===== src/rtl/mem_arbiter_if.sv =====
// Bus bundle between the fetch/load-store requesters, the arbiter and the memory.
// The slave view belongs to the arbiter; the master view drives requests and memory data.
interface mem_arbiter_if #(
  parameter int unsigned ADDR_W = 32,
  parameter int unsigned DATA_W = 32
);
  logic              if_req;
  logic [ADDR_W-1:0] if_addr;
  logic              if_ack;
  logic [DATA_W-1:0] if_rdata;

  logic              d_req;
  logic              d_we;
  logic [ADDR_W-1:0] d_addr;
  logic [DATA_W-1:0] d_wdata;
  logic              d_ack;
  logic [DATA_W-1:0] d_rdata;

  logic              mem_en;
  logic              mem_we;
  logic [ADDR_W-1:0] mem_addr;
  logic [DATA_W-1:0] mem_wdata;
  logic [DATA_W-1:0] mem_rdata;

  modport slave (
    input  if_req, if_addr, d_req, d_we, d_addr, d_wdata, mem_rdata,
    output if_ack, if_rdata, d_ack, d_rdata, mem_en, mem_we, mem_addr, mem_wdata
  );

  modport master (
    output if_req, if_addr, d_req, d_we, d_addr, d_wdata, mem_rdata,
    input  if_ack, if_rdata, d_ack, d_rdata, mem_en, mem_we, mem_addr, mem_wdata
  );
endinterface


===== src/rtl/mem_arbiter.sv =====
// Arbiter/sequencer for a single-port unified memory shared by instruction fetch and
// load/store. Data has priority; a starvation counter forces a fetch grant after
// STARVE_MAX consecutive data wins over a pending fetch.
module mem_arbiter #(
  parameter int unsigned ADDR_W     = 32,
  parameter int unsigned DATA_W     = 32,
  parameter int unsigned MEM_LAT    = 1,
  parameter int unsigned STARVE_MAX = 4
) (
  input  logic          clk,
  input  logic          rst_n,
  mem_arbiter_if.slave  bus
);

  localparam logic [2:0] WaitInit  = 3'(MEM_LAT - 1);
  localparam logic [3:0] StarveMax = 4'(STARVE_MAX);

  typedef enum logic [1:0] {StIdle, StIssue, StWait, StResp} state_e;

  state_e            state_q, state_d;
  logic              gnt_data_q, gnt_data_d;  // 1: data requester owns the access
  logic              we_q, we_d;
  logic [ADDR_W-1:0] addr_q, addr_d;
  logic [DATA_W-1:0] wdata_q, wdata_d;
  logic [2:0]        cnt_q, cnt_d;
  logic [3:0]        starve_q, starve_d;
  logic [DATA_W-1:0] if_rdata_q, if_rdata_d;
  logic [DATA_W-1:0] d_rdata_q, d_rdata_d;

  // Next-state: arbitration in idle, latency countdown, read data capture.
  always_comb begin
    state_d    = state_q;
    gnt_data_d = gnt_data_q;
    we_d       = we_q;
    addr_d     = addr_q;
    wdata_d    = wdata_q;
    cnt_d      = cnt_q;
    starve_d   = starve_q;
    if_rdata_d = if_rdata_q;
    d_rdata_d  = d_rdata_q;

    case (state_q)
      StIdle: begin
        if (bus.if_req || bus.d_req) begin
          state_d = StIssue;
          if (bus.d_req && (!bus.if_req || (starve_q < StarveMax))) begin
            gnt_data_d = 1'b1;
            we_d       = bus.d_we;
            addr_d     = bus.d_addr;
            wdata_d    = bus.d_wdata;
            // Only a win over a waiting fetch counts towards starvation.
            if (bus.if_req) starve_d = starve_q + 4'd1;
          end else begin
            gnt_data_d = 1'b0;
            we_d       = 1'b0;
            addr_d     = bus.if_addr;
            starve_d   = 4'd0;
          end
        end
      end
      StIssue: begin
        if (we_q) begin
          state_d = StResp;
        end else begin
          state_d = StWait;
          cnt_d   = WaitInit;
        end
      end
      StWait: begin
        if (cnt_q == 3'd0) begin
          state_d = StResp;
          if (gnt_data_q) d_rdata_d  = bus.mem_rdata;
          else            if_rdata_d = bus.mem_rdata;
        end else begin
          cnt_d = cnt_q - 3'd1;
        end
      end
      StResp:  state_d = StIdle;
      default: state_d = StIdle;
    endcase
  end

  // State and datapath registers, cleared asynchronously so an aborted access vanishes.
  always_ff @(posedge clk or negedge rst_n) begin
    if (!rst_n) begin
      state_q    <= StIdle;
      gnt_data_q <= 1'b0;
      we_q       <= 1'b0;
      addr_q     <= '0;
      wdata_q    <= '0;
      cnt_q      <= 3'd0;
      starve_q   <= 4'd0;
      if_rdata_q <= '0;
      d_rdata_q  <= '0;
    end else begin
      state_q    <= state_d;
      gnt_data_q <= gnt_data_d;
      we_q       <= we_d;
      addr_q     <= addr_d;
      wdata_q    <= wdata_d;
      cnt_q      <= cnt_d;
      starve_q   <= starve_d;
      if_rdata_q <= if_rdata_d;
      d_rdata_q  <= d_rdata_d;
    end
  end

  // Outputs decode directly from registered state, so they are glitch-free.
  always_comb begin
    bus.mem_en    = (state_q == StIssue);
    bus.mem_we    = (state_q == StIssue) && we_q;
    bus.mem_addr  = addr_q;
    bus.mem_wdata = wdata_q;
    bus.if_ack    = (state_q == StResp) && !gnt_data_q;
    bus.d_ack     = (state_q == StResp) && gnt_data_q;
    bus.if_rdata  = if_rdata_q;
    bus.d_rdata   = d_rdata_q;
  end

endmodule


===== src/flat_wrapper.sv =====
// flat-port wrapper written by rule: the top's interface ports become plain ports
module mem_arbiter_flat 
#(
  parameter int unsigned ADDR_W     = 32,
  parameter int unsigned DATA_W     = 32,
  parameter int unsigned MEM_LAT    = 1,
  parameter int unsigned STARVE_MAX = 4
)
  (clk, rst_n, bus_if_req, bus_if_addr, bus_d_req, bus_d_we, bus_d_addr, bus_d_wdata, bus_mem_rdata, bus_if_ack, bus_if_rdata, bus_d_ack, bus_d_rdata, bus_mem_en, bus_mem_we, bus_mem_addr, bus_mem_wdata);
  mem_arbiter_if #(.ADDR_W(ADDR_W), .DATA_W(DATA_W)) bus_i ();
  input  logic clk;
  input  logic rst_n;
  input wire logic [$bits(bus_i.if_req)-1:0] bus_if_req;
  input wire logic [$bits(bus_i.if_addr)-1:0] bus_if_addr;
  input wire logic [$bits(bus_i.d_req)-1:0] bus_d_req;
  input wire logic [$bits(bus_i.d_we)-1:0] bus_d_we;
  input wire logic [$bits(bus_i.d_addr)-1:0] bus_d_addr;
  input wire logic [$bits(bus_i.d_wdata)-1:0] bus_d_wdata;
  input wire logic [$bits(bus_i.mem_rdata)-1:0] bus_mem_rdata;
  output wire logic [$bits(bus_i.if_ack)-1:0] bus_if_ack;
  output wire logic [$bits(bus_i.if_rdata)-1:0] bus_if_rdata;
  output wire logic [$bits(bus_i.d_ack)-1:0] bus_d_ack;
  output wire logic [$bits(bus_i.d_rdata)-1:0] bus_d_rdata;
  output wire logic [$bits(bus_i.mem_en)-1:0] bus_mem_en;
  output wire logic [$bits(bus_i.mem_we)-1:0] bus_mem_we;
  output wire logic [$bits(bus_i.mem_addr)-1:0] bus_mem_addr;
  output wire logic [$bits(bus_i.mem_wdata)-1:0] bus_mem_wdata;
  assign bus_i.if_req = bus_if_req;
  assign bus_i.if_addr = bus_if_addr;
  assign bus_i.d_req = bus_d_req;
  assign bus_i.d_we = bus_d_we;
  assign bus_i.d_addr = bus_d_addr;
  assign bus_i.d_wdata = bus_d_wdata;
  assign bus_i.mem_rdata = bus_mem_rdata;
  assign bus_if_ack = bus_i.if_ack;
  assign bus_if_rdata = bus_i.if_rdata;
  assign bus_d_ack = bus_i.d_ack;
  assign bus_d_rdata = bus_i.d_rdata;
  assign bus_mem_en = bus_i.mem_en;
  assign bus_mem_we = bus_i.mem_we;
  assign bus_mem_addr = bus_i.mem_addr;
  assign bus_mem_wdata = bus_i.mem_wdata;
  mem_arbiter #(.ADDR_W(ADDR_W), .DATA_W(DATA_W), .MEM_LAT(MEM_LAT), .STARVE_MAX(STARVE_MAX)) u_core (.clk(clk), .rst_n(rst_n), .bus(bus_i));
endmodule

===== config.mk =====
export PLATFORM = sky130hd
export DESIGN_NAME = mem_arbiter_flat
export DESIGN_NICKNAME = d
export VERILOG_FILES = /design/src/rtl/mem_arbiter_if.sv /design/src/rtl/mem_arbiter.sv /design/src/flat_wrapper.sv
export SDC_FILE = /design/constraint.sdc
export NUM_CORES = 1
export LEC_CHECK = 0
export BUFFER_PORTS_ARGS = -buffer_cell sky130_fd_sc_hd__buf_4
export CAP_MARGIN = 20
export CORE_MARGIN = 5
export CORE_UTILIZATION = 46
export DETAILED_ROUTE_END_ITERATION = 10
export HOLD_SLACK_MARGIN = 0.05
export PLACE_DENSITY_LB_ADDON = 0.1
export SYNTH_ARGS = -nofsm -noshare
export SYNTH_HDL_FRONTEND = slang
export SYNTH_SLANG_ARGS = --single-unit

===== constraint.sdc =====
create_clock -name clk -period 2 [get_ports clk]
set_input_delay 0.1 -clock clk [delete_from_list [all_inputs] [get_ports clk]]
set_output_delay 0.1 -clock clk [all_outputs]
set_load 0.005 [all_outputs]

==> impl_metrics.toml <==
[synth]
yosysWarnings = 0
ys_ff_latch = 139
syn_avg_cell_area_um2 = 13.1
synth_edf_count = 0
yosysSeqAreaShare = 0.594
synth_flop_cell = "dfrtp_1"
syn_inst = 448
async_flop_share = 1.00
ys_types = 36
syn_area_mm2 = 0.00586
synth_fp_nets = 589

[global_route]
overflow = 0
grt_pass1_wl_um = 29800
grt_max_degree = 58
grt_usage = 0.256
antenna_found_initial = 0
first_global_vias = 5845

[placement]
gp_routability_congestion = 0.827
dp_slack_ns = 0.200
post_dp_cell_area_mm2 = 0.00807
io_buffers = 264
dp.cells = 871
dp.final_hpwl_um = 11600

[setup_path]
reg2reg_slack_ns = 0.19
arrival_ns = 2.10
timing.rr.end = "u_core.bus.d_rdata[7]$_DFFE_PN0P_"
worstPathMaxFanout = 16
worstPathRequired_ns = 2.29
cp-end-kind = "flip-flop"
cp-start-kind = "flip-flop"
path_class = "reg2reg"
r2r_start = "u_core.cnt_q[0]$_DFFE_PN0P_"
r2r_cells = 6
startpoint = "u_core.cnt_q[0]$_DFFE_PN0P_"

[flow_run]
drv_cap = 0

[route]
drc_errors = 0
first_pass_iters = 5
drt_iter0_markers = 315
vias = 5327
routed_wl_um = 18900
antenna_left = 0
wl_per_cell_um = 18.2
vias_per_cell = 5.15

[pwr]
clockPowerShare = 0.246
switching_power_mw = 4.36
seq_power_share = 0.346
power.density_mw_per_mm2 = 1450
power.leakage_nw = 4.69
ir_drop_mv = 0.980
swShare = 0.299
power_frac_comb = 0.408
finalPower_mw = 14.6
p_int_mw = 10.2

[cts]
cts_root_buf = "clkbuf_16"
worstSkewPairLatency_ns = 0.41
numCtsBuffers = 17
clk_pin_slew_ns = 0.05
cts.repair.resized = 0
h-tree-depth = 4
cts_tree = "built"
cts_sinks = 139
ctsHoldBuffers = 131
clockBufferDepth = 2
cts_setup_buffers = 0

[min_path]
hold_class = "in2reg"
worstHoldStart = "bus_d_req"
min_to = "u_core.bus.mem_addr[22]$_DFFE_PN0P_"
hold_path_depth = 3

[layout]
nets = 990
instances_no_fill = 1035
multi_input_area_mm2 = 0.00217
final_core_util = 0.801
final_common_cell = "buf_4"
drive_gt1_frac = 0.481
layout_common_cells = "buf_4, dfrtp_1, dlygate4sd3_1"
fin_area_mm2 = 0.0101
area_growth_pct = 72.0
register_area_mm2 = 0.00348
fillers = 701

[floorplan]
ios = 265
die-area_mm2 = 0.0151
die_w_um = 123
coreArea_mm2 = 0.0126
rows = 41
die_y_um = 123
initial_core_util = 0.466

[timing]
period_needed_ns = 1.81
skew_ns = 0.00988
setup_viol = 0
setup_ws_ns = 0.194
rsz0062_at_grt = "no"
whs_ns = 0.105
setup_tns_ns = 0
timing_hold_violations_final = 0
fmax_ghz = 0.554
tightestPinTransition_ns = 0.547
min_period_over_period = 0.903
relSlewSlack = 0.635
finalMaxSlewViolations = 0

[outcome]
status = "complete, no violations"
## worst max-delay path by stage
stage	to	slack, ns	depth (start not counted)
finish	u_core.bus.d_rdata[7]$_DFFE_PN0P_	0.19	6
global route	u_core.bus.mem_addr[3]$_DFFE_PN0P_	0.1	6
CTS	u_core.bus.d_rdata[7]$_DFFE_PN0P_	0.19	6
detailed placement	u_core.bus.d_rdata[7]$_DFFE_PN0P_	0.20	6
global placement	u_core.bus.if_rdata[22]$_DFFE_PN0P_	0.29	6
floorplan	u_core.bus.if_rdata[2]$_DFFE_PN0P_	0.25	5
## cells in the mapped netlist, types with 2 or more instances
master | instances | area (um^2)
o211ai_1 | 32 | 240
mux2_2 | 94 | 1060
or3b_2 | 2 | 17.5
buf_2 | 5 | 25.0
nand2_1 | 68 | 255
dfrtp_1 | 139 | 3480
ha_1 | 8 | 100
nand4_1 | 32 | 200
a22o_1 | 2 | 17.5
mux2_1 | 4 | 45.0
inv_1 | 5 | 18.8
nor3_1 | 2 | 10.0
clkbuf_1 | 14 | 52.6
a22oi_1 | 2 | 15.0
buf_6 | 9 | 101
o21ai_2 | 2 | 17.5
a221o_1 | 2 | 20.0
nand3_2 | 2 | 20.0
and3_1 | 2 | 12.5
nor2_1 | 3 | 11.3
and2_1 | 4 | 25.0
## power groups by stage
stage	Sequential, mW	Clock, mW	Combinational [mW]
2_1_floorplan	5.04	0	2.57
3_3_place_gp	5.00	0	5.54
3_5_place_dp	5.05	0	5.70
4_1_cts	5.03	3.64	5.93
5_1_grt	5.22	3.76	6.45
6_report	5.05	3.59	5.96
## worst max-delay path, stage by stage, from the launching register on
cell and delay, ns:
dfrtp_1 0.40, inv_1 0.09, ha_1 0.18, and2b_1 0.23
nand3_2 0.23, buf_12 0.24, mux2_1 0.31
## metal layers
metal	global-route usage	share of wire	vias to the layer above
met5	0	0	-
met4	0.106	0.026	0
met3	0.0820	0.088	41
met2	0.443	0.52	245
met1	0.293	0.37	2624
li1	-	-	2417
## layout make-up
type                            instances  share of cell area
Tap cell                              172              0.0214
Antenna cell                            2            0.000497
Inverter                                5             0.00186
Clock buffer                           21              0.0467
Sequential cell                       139               0.345
Multi-Input combinational cell        273               0.215
Timing Repair Buffer                  413               0.348
Clock inverter                         10              0.0211
## state kept, by name (all words and copies together), names as in the netlist, 2 cells and up
signal / count
u_core.state_q: 2
u_core.starve_q: 4
u_core.bus.mem_wdata: 32
u_core.bus.if_rdata: 32
u_core.bus.d_rdata: 32
u_core.cnt_q: 3
u_core.bus.mem_addr: 32
## cell families after synthesis
kind of cell / Yosys count / share of synthesized area
compound gates: 46 / 0.0611
mux: 98 / 0.188
simple gates: 121 / 0.103
buf+inv: 36 / 0.0365
flops: 139 / 0.594
fa+ha+maj: 8 / 0.0171
Note: power is estimated with default switching activity, not from simulation.
